[config.mk]
export PLATFORM = sky130hd
export DESIGN_NAME = ks_add_sequencer_flat
export DESIGN_NICKNAME = d
export VERILOG_FILES = /design/src/rtl/ks_add_sequencer_if.sv /design/src/rtl/ks_add_sequencer.sv /design/src/flat_wrapper.sv
export SDC_FILE = /design/constraint.sdc
export NUM_CORES = 1
export LEC_CHECK = 0
export CAP_MARGIN = 20
export CORE_UTILIZATION = 57
export DETAILED_ROUTE_END_ITERATION = 10
export HOLD_SLACK_MARGIN = 0.05
export PLACE_DENSITY = 0.78
export SLEW_MARGIN = 25
export SYNTH_ARGS = -nofsm -noshare
export SYNTH_HDL_FRONTEND = slang
export SYNTH_SLANG_ARGS = --single-unit
[constraint.sdc]
create_clock -name clk -period 2.2 [get_ports clk]
set_clock_uncertainty 0.15 [all_clocks]
set_input_delay 0.22 -clock clk [delete_from_list [all_inputs] [get_ports clk]]
set_output_delay 0.22 -clock clk [all_outputs]
set_load 0.005 [all_outputs]
[src/rtl/ks_add_sequencer_if.sv]
// Byte-stream bundle between the chip-pin byte interface and the add/sub sequencer.
// master drives operands and consumes results; slave is the sequencer side.
interface ks_add_sequencer_if;
  logic [7:0] in_data;
  logic       in_op;
  logic       in_valid;
  logic       in_ready;
  logic [7:0] out_data;
  logic       out_valid;
  logic       out_ready;
  logic       out_last;
  logic       out_carry;
  logic       out_ovf;

  modport master (
    output in_data, in_op, in_valid, out_ready,
    input  in_ready, out_data, out_valid, out_last, out_carry, out_ovf
  );

  modport slave (
    input  in_data, in_op, in_valid, out_ready,
    output in_ready, out_data, out_valid, out_last, out_carry, out_ovf
  );
endinterface

[src/rtl/ks_add_sequencer.sv]
// Byte-serial multi-byte add/subtract sequencer driving a shared 8-bit adder.
// Loads A then B (LSB byte first), steps the adder once per byte with carry
// chaining, then streams the result LSB first with final carry/overflow flags.
module ks_add_sequencer #(
  parameter int unsigned NBYTES = 4
) (
  input  logic              clk,
  input  logic              rst_n,
  input  logic              ena,
  ks_add_sequencer_if.slave bus,
  output logic              busy,
  output logic [7:0]        adder_a,
  output logic [7:0]        adder_b,
  output logic              adder_cin,
  input  logic [7:0]        adder_sum,
  input  logic              adder_cout
);
  localparam int unsigned CW = $clog2(NBYTES) + 1;

  typedef enum logic [1:0] {LOAD_A, LOAD_B, COMPUTE, DRAIN} state_t;

  state_t                 state_q, state_d;
  logic [CW-1:0]          idx_q, idx_d;
  logic [NBYTES-1:0][7:0] a_buf, b_buf, r_buf;
  logic                   op_q, carry_q, carry_flag_q, ovf_q;
  logic [7:0]             a_sel, b_sel, r_sel;
  logic                   idx_last, accept;

  assign idx_last      = (idx_q == CW'(NBYTES - 1));
  assign bus.out_carry = carry_flag_q;
  assign bus.out_ovf   = ovf_q;

  // Select the current byte of each buffer by the byte counter
  always_comb begin
    a_sel = '0;
    b_sel = '0;
    r_sel = '0;
    for (int unsigned i = 0; i < NBYTES; i++) begin
      if (idx_q == CW'(i)) begin
        a_sel = a_buf[i];
        b_sel = b_buf[i];
        r_sel = r_buf[i];
      end
    end
  end

  // Next-state, byte counter and decoded outputs
  always_comb begin
    state_d       = state_q;
    idx_d         = idx_q;
    accept        = 1'b0;
    busy          = 1'b0;
    bus.in_ready  = 1'b0;
    bus.out_valid = 1'b0;
    bus.out_data  = '0;
    bus.out_last  = 1'b0;
    adder_a       = '0;
    adder_b       = '0;
    adder_cin     = 1'b0;
    case (state_q)
      LOAD_A: begin
        bus.in_ready = ena;
        accept       = ena & bus.in_valid;
        if (accept) begin
          if (idx_last) begin
            idx_d   = '0;
            state_d = LOAD_B;
          end else begin
            idx_d = idx_q + CW'(1);
          end
        end
      end
      LOAD_B: begin
        bus.in_ready = ena;
        accept       = ena & bus.in_valid;
        if (accept) begin
          if (idx_last) begin
            idx_d   = '0;
            state_d = COMPUTE;
          end else begin
            idx_d = idx_q + CW'(1);
          end
        end
      end
      COMPUTE: begin
        busy      = 1'b1;
        adder_a   = a_sel;
        adder_b   = op_q ? ~b_sel : b_sel;
        adder_cin = (idx_q == '0) ? op_q : carry_q;
        if (ena) begin
          if (idx_last) begin
            idx_d   = '0;
            state_d = DRAIN;
          end else begin
            idx_d = idx_q + CW'(1);
          end
        end
      end
      DRAIN: begin
        busy          = 1'b1;
        bus.out_valid = 1'b1;
        bus.out_data  = r_sel;
        bus.out_last  = idx_last;
        if (ena && bus.out_ready) begin
          if (idx_last) begin
            idx_d   = '0;
            state_d = LOAD_A;
          end else begin
            idx_d = idx_q + CW'(1);
          end
        end
      end
      default: begin
        state_d = LOAD_A;
        idx_d   = '0;
      end
    endcase
  end

  // State and byte counter; frozen while disabled
  always_ff @(posedge clk or negedge rst_n) begin
    if (!rst_n) begin
      state_q <= LOAD_A;
      idx_q   <= '0;
    end else if (ena) begin
      state_q <= state_d;
      idx_q   <= idx_d;
    end
  end

  // Operand/result buffers, carry chain and final flags
  always_ff @(posedge clk or negedge rst_n) begin
    if (!rst_n) begin
      a_buf        <= '0;
      b_buf        <= '0;
      r_buf        <= '0;
      op_q         <= 1'b0;
      carry_q      <= 1'b0;
      carry_flag_q <= 1'b0;
      ovf_q        <= 1'b0;
    end else if (ena) begin
      if (accept) begin
        for (int unsigned i = 0; i < NBYTES; i++) begin
          if (idx_q == CW'(i)) begin
            if (state_q == LOAD_A) a_buf[i] <= bus.in_data;
            else                   b_buf[i] <= bus.in_data;
          end
        end
        if (state_q == LOAD_A && idx_q == '0) op_q <= bus.in_op;
      end
      if (state_q == COMPUTE) begin
        for (int unsigned i = 0; i < NBYTES; i++) begin
          if (idx_q == CW'(i)) r_buf[i] <= adder_sum;
        end
        carry_q <= adder_cout;
        if (idx_last) begin
          carry_flag_q <= adder_cout;
          ovf_q        <= (adder_a[7] == adder_b[7]) && (adder_sum[7] != adder_a[7]);
        end
      end
    end
  end
endmodule

[src/flat_wrapper.sv]
// flat-port wrapper written by rule: the top's interface ports become plain ports
module ks_add_sequencer_flat 
#(
  parameter int unsigned NBYTES = 4
)
  (clk, rst_n, ena, busy, adder_a, adder_b, adder_cin, adder_sum, adder_cout, bus_in_data, bus_in_op, bus_in_valid, bus_out_ready, bus_in_ready, bus_out_data, bus_out_valid, bus_out_last, bus_out_carry, bus_out_ovf);
  ks_add_sequencer_if bus_i ();
  input  logic clk;
  input  logic rst_n;
  input  logic ena;
  output logic busy;
  output logic [7:0] adder_a;
  output logic [7:0] adder_b;
  output logic adder_cin;
  input  logic [7:0] adder_sum;
  input  logic adder_cout;
  input wire logic [$bits(bus_i.in_data)-1:0] bus_in_data;
  input wire logic [$bits(bus_i.in_op)-1:0] bus_in_op;
  input wire logic [$bits(bus_i.in_valid)-1:0] bus_in_valid;
  input wire logic [$bits(bus_i.out_ready)-1:0] bus_out_ready;
  output wire logic [$bits(bus_i.in_ready)-1:0] bus_in_ready;
  output wire logic [$bits(bus_i.out_data)-1:0] bus_out_data;
  output wire logic [$bits(bus_i.out_valid)-1:0] bus_out_valid;
  output wire logic [$bits(bus_i.out_last)-1:0] bus_out_last;
  output wire logic [$bits(bus_i.out_carry)-1:0] bus_out_carry;
  output wire logic [$bits(bus_i.out_ovf)-1:0] bus_out_ovf;
  assign bus_i.in_data = bus_in_data;
  assign bus_i.in_op = bus_in_op;
  assign bus_i.in_valid = bus_in_valid;
  assign bus_i.out_ready = bus_out_ready;
  assign bus_in_ready = bus_i.in_ready;
  assign bus_out_data = bus_i.out_data;
  assign bus_out_valid = bus_i.out_valid;
  assign bus_out_last = bus_i.out_last;
  assign bus_out_carry = bus_i.out_carry;
  assign bus_out_ovf = bus_i.out_ovf;
  ks_add_sequencer #(.NBYTES(NBYTES)) u_core (.clk(clk), .rst_n(rst_n), .ena(ena), .bus(bus_i), .busy(busy), .adder_a(adder_a), .adder_b(adder_b), .adder_cin(adder_cin), .adder_sum(adder_sum), .adder_cout(adder_cout));
endmodule
* After elaboration in Yosys (flattened, before gate mapping)
Index checks and enable logic that the tools add are counted.
** Operators by class
- Add/subtract/negate cells :: 1
- Equality and inequality tests :: 16
- Muxes and demuxes :: 35
- Bitwise gates (word level) :: 3
- Reductions and logical operators :: 23
** Operators by type and width (number)
- $mux 8 :: 16
- $reduce_and 4->1 :: 8
- $reduce_and 3->1 :: 6
- $ne 2x1->1 const B :: 8
- $mux 2 :: 7
- $mux 3 :: 3
- $pmux 3 s3 :: 1
- $not 8->8 :: 1
- $pmux 2 s4 :: 1
- $reduce_and 8->1 :: 1
- $mux 1 :: 7
- $eq 3x2->1 const B :: 2
- $eq 2x2->1 const B :: 2
- $reduce_or 2->1 :: 2
- $add 3x1->3 const B :: 1
- $eq 3x1->1 const B :: 1
- $logic_and 1x1->1 :: 3
- $logic_not 3->1 :: 1
- $eq 2x1->1 const B :: 1
- $logic_not 2->1 :: 1
- $reduce_and 2->1 :: 1
- $and 1x1->1 :: 1
- $eq 1x1->1 :: 1
- $ne 1x1->1 :: 1
- $not 1->1 :: 1
** Word-level totals
- Flip-flop bits (word level) :: 105
- Input port bits :: 23
- Output and inout port bits :: 31
- Word-level logic and storage cells :: 96

* Longest topological paths before layout
- Word-level depth :: 10
- Depth in mapped cells :: 10
- Depth with buffers taken out :: 7

* Worst setup path after synthesis
OpenSTA, ideal clock, no wires.
- Path type :: register to output
- Start point :: register u_core.idx_q[0]
- End point :: output port bus_out_data[0]
- Arrival time :: 1.717 ns
- Required time :: 1.830 ns
- Slack :: 0.113 ns
- Stages on the path, launching flop included :: 11
- Path buffers :: 3
- Cells stage by stage :: dfrtp_1 > inv_1 > ha_1 > buf_4 > nand2b_1 > buf_6 > nor2_8 > buf_6 > a22oi_1 > a211o_1 > a21oi_1
** Between the ends
- Cells in the longest elaborated chain, start to end :: 6
- Elaborated cells on any way between the ends :: 9
- Classes of those cells :: eq/ne (3); mux (5); reduce/logical (1)
** RTL lines
- start: declaration :: line ks_add_sequencer.sv:23 : logic [CW-1:0] idx_q, idx_d;
- start signal: assignment :: line ks_add_sequencer.sv:127 : idx_q <= idx_d;
- $logic_not 3->1 :: line ks_add_sequencer.sv:39 : if (idx_q == CW'(i)) begin
- $mux 8 (3 in series) :: line ks_add_sequencer.sv:39
- $mux 8 (*) :: line ks_add_sequencer.sv:39
- $mux 8 (*) :: line ks_add_sequencer.sv:60 : case (state_q)
- end: declaration :: line flat_wrapper.sv:22 : output wire logic [$bits(bus_i.out_data)-1:0] bus_out_data;
Mark *: on every way between the ends. The rest lies on a longest branch, timed or not.

* Worst setup path after layout
- Start point :: register u_core.idx_q[0]
- End point :: output port adder_b[7]
** Between the ends
- Cells in the longest elaborated chain, start to end :: 8
- Elaborated cells on any way between the ends :: 11
- Classes of those cells :: eq/ne (3); mux (6); bitwise (1); reduce/logical (1)
** RTL lines
- $logic_not 3->1 :: line ks_add_sequencer.sv:39
- $mux 8 (3 in series) :: line ks_add_sequencer.sv:39
- $mux 8 (*) :: line ks_add_sequencer.sv:39
- $not 8->8 :: line ks_add_sequencer.sv:88 : adder_b = op_q ? ~b_sel : b_sel;
- $mux 8 (*) :: line ks_add_sequencer.sv:88
- $mux 8 (*) :: line ks_add_sequencer.sv:60
- end: declaration :: line flat_wrapper.sv:13 : output logic [7:0] adder_b;
Marked as above.

==> impl_metrics.env <==
export IMPL_ys_ff_latch=105
export IMPL_first_pass_iters=8
export IMPL_critPathMaxFanout=8
export IMPL_synth_mux_area_share_pct=20.0
export IMPL_drt_wl_total_mm=13.9
export IMPL_setup_viol=26
export IMPL_gp_congestion=0.867
export IMPL_synth_avg_cell_area_sq_um=11.6
export IMPL_ir_worst_vdd_mv=0.816
export IMPL_synth_top_family_by_area="multiplexers"
export IMPL_violations="design-rule violations, negative setup slack"
export IMPL_grt_pass1_wl_mm=22.2
export IMPL_grt_antenna_before_repair=0
export IMPL_clkSinkCount=105
export IMPL_rsz0062_at_grt="true"
export IMPL_worst_hold_slack_ns=0.221
export IMPL_synth_distinct_cells=50
export IMPL_drv_cap=0
export IMPL_grt_max_degree=47
export IMPL_antenna_cells=0
export IMPL_io_buffers=53
export IMPL_start_util_pct=59.6
export IMPL_gr_total_overflow=0
export IMPL_dieArea_sq_um=9590
export IMPL_crit_path_max_incr_delay_ns=0.48
export IMPL_die_y_um=97.9
export IMPL_critPathArrivalTime_ns=2.32
export IMPL_pin_count=54
export IMPL_areaGrowthSynthToFinish_pct=33.2
export IMPL_synthCells=451
export IMPL_crit_top_cell="buf_6"
export IMPL_use_met3_pct=4.58
export IMPL_cp_slowest_cell="dfrtp_2"
export IMPL_finalInstanceArea_sq_um=6990
export IMPL_routed_via_density=6.03
export IMPL_grt_pass1_vias=4382
export IMPL_coreArea_sq_um=8810
export IMPL_p_leak_nw=3.25
export IMPL_period_share_pct=122
export IMPL_cp_top_family="buffers and inverters"
export IMPL_end_kind="output pin"
export IMPL_die_x_um=97.9
export IMPL_hold_viol_final=0
export IMPL_crit_buf_inv=6
export IMPL_drive_gt1_share_pct=50.7
export IMPL_vias=4146
export IMPL_seq_area_frac_synth_pct=50.1
export IMPL_clock_latency_ns=0.38
export IMPL_syn_cell_area_sq_um=5250
export IMPL_final_common_cell="dfrtp_1"
export IMPL_use_met1_pct=37.7
export IMPL_n_fill_cell=504
export IMPL_worstPathRequired_ns=1.83
export IMPL_path_clk_slew_ns=0.11
export IMPL_synthAdderAreaFrac_pct=1.91
export IMPL_layout_common_cells="dfrtp_1 (104), mux2_2 (88), buf_4 (50)"
export IMPL_grtUsageTotal_pct=29.9
export IMPL_synthFlopType="dfrtp_1"
export IMPL_worstPathCellList="inv_4 > ha_4 > buf_8 > buf_6 > buf_6 > nand2_2 > o211ai_1 > buf_4 > a21boi_2 > o21a_1 > buf_2"
export IMPL_fp_row_count=34
export IMPL_layout_min_cycle_time_ns=2.69
export IMPL_max_slew_margin_pct=61.5
export IMPL_top_usage_layer="met2"
export IMPL_dp_hpwl_mm=8.39
export IMPL_pre_cts_ws_ns=-0.486
export IMPL_ys_warn_count=0
export IMPL_wl_per_cell_um=20.3
export IMPL_yosys_area_share_simple_pct=10.5
export IMPL_synth_edf_count=0
export IMPL_timing_final_ws_setup_ns=-0.490
export IMPL_ant_nets=0
export IMPL_synth_compound_area_share_pct=11.9
export IMPL_startpoint_type="flip-flop"
export IMPL_nets=606
export IMPL_max_freq_ghz=0.372
export IMPL_hold_class="input port to asynchronous set/reset pin"
export IMPL_worstSetupPathType="flip-flop to output pin"
export IMPL_final_max_slew_viol_count=0
export IMPL_numCtsBuffers=9
export IMPL_place_area_sq_um=6260
export IMPL_root_buffer="clkbuf_8"
export IMPL_cts_tree="yes"
export IMPL_status="finished, violations left"
export IMPL_powerDensity_nw_per_um2=1410
export IMPL_syn_num_nets=482
export IMPL_tightest_slew_ns=0.578
export IMPL_finalPower_w=0.00988
export IMPL_async_flop_share_pct=100
export IMPL_htreeDepth=3
export IMPL_grtUsageMet2_pct=51.8
export IMPL_cts_max_path_buffers=2
export IMPL_drc=5
export IMPL_synth_xor_area_share_pct=1.17
export IMPL_drtIter0Drc=250
[Yosys cell counts (all sizes together), types with 3 or more instances]
cell type	count	area, sq um
a21boi	8	60.1
nand3b	8	60.1
nor2	32	154
nand2	42	158
nand3	3	20.0
and2	7	43.8
nor2b	3	26.3
a221o	7	70.1
mux2	91	1030
o21ai	10	50.1
or2	3	18.8
xor2	7	61.3
ha	8	100
a21oi	25	129
inv	14	52.6
dfrtp	105	2630
a211o	16	140
clkbuf	8	31.3
a22oi	15	113
buf	20	144
[through the flow]
stage                     util (%)  std cells  setup TNS [ns]
after CTS                     77.9        680           -8.95
after floorplan                  -        451               0
after global placement        71.1        639           -7.59
final                         79.3        688           -9.88
after detailed placement      71.1        639           -9.03
after global routing          79.3        688          -11.80
[what timing repair did]
action	4_1_cts	5_1_grt
pin swaps	73	33
endpoints found under the hold margin	41	0
setup buffers	27	12
gates cloned	1	2
hold buffers	1	0
gates resized for setup	181	29
setup endpoints to repair	34	50
[per-layer routing]
metal | wire length (um) | vias to the layer above
li1 | - | 1843
met1 | 5830 | 2121
met2 | 7090 | 154
met3 | 715 | 28
met4 | 303 | 0
met5 | 0 | -
[sequential cells by signal, indices dropped and copies added (netlist names)]
register              cells
u_core.idx_q              3
u_core.r_buf             32
u_core.op_q               1
u_core.state_q            2
u_core.bus.out_ovf        1
u_core.b_buf             32
u_core.carry_q            1
u_core.a_buf             32
u_core.bus.out_carry      1
[logic make-up (layout without fill, tap and decap cells)]
| group | after synthesis | in the layout |
|---|---|---|
| muxes | 93 | 93 |
| adders and majority gates | 8 | 8 |
| buffers and inverters | 43 | 172 |
| and+or+nand+nor | 107 | 107 |
| DFF | 105 | 105 |
| xor gates and xnor gates | 7 | 7 |
| AOI/OAI and AO/OA | 88 | 88 |
[worst paths after layout]
kind,from,end,slack [ns],depth (start not counted)
hold / removal,rst_n,u_core.b_buf[26],0.22,2
max in group asynchronous,rst_n,u_core.r_buf[25],1.02,3
hold reg to reg,u_core.r_buf[18],u_core.r_buf[18],0.36,1
min in group clk,bus_in_op,u_core.op_q,0.29,2
setup / recovery,u_core.idx_q[0],adder_b[7],-0.49,11
setup reg to reg,u_core.idx_q[0],u_core.bus.out_ovf,-0.26,12
[power breakdown]
part / total [W] / switching [W] / internal, W
logic: 0.00552 / 0.00251 / 0.00301
clock network: 0.00114 / 0.000711 / 0.000430
registers: 0.00322 / 0.000502 / 0.00272
total: 0.00988 / 0.00372 / 0.00616
[layout make-up]
cell class | instances | area (sq um) | area share (%)
timing repair buffer | 141 | 1310 | 18.7
clock buffer | 9 | 124 | 1.77
clock inverter | 7 | 56.3 | 0.806
tap | 108 | 135 | 1.93
sequential | 105 | 2630 | 37.6
inverter | 15 | 58.8 | 0.842
multi-input combinational | 303 | 2680 | 38.3
Note: power is estimated with default switching activity, not from simulation.
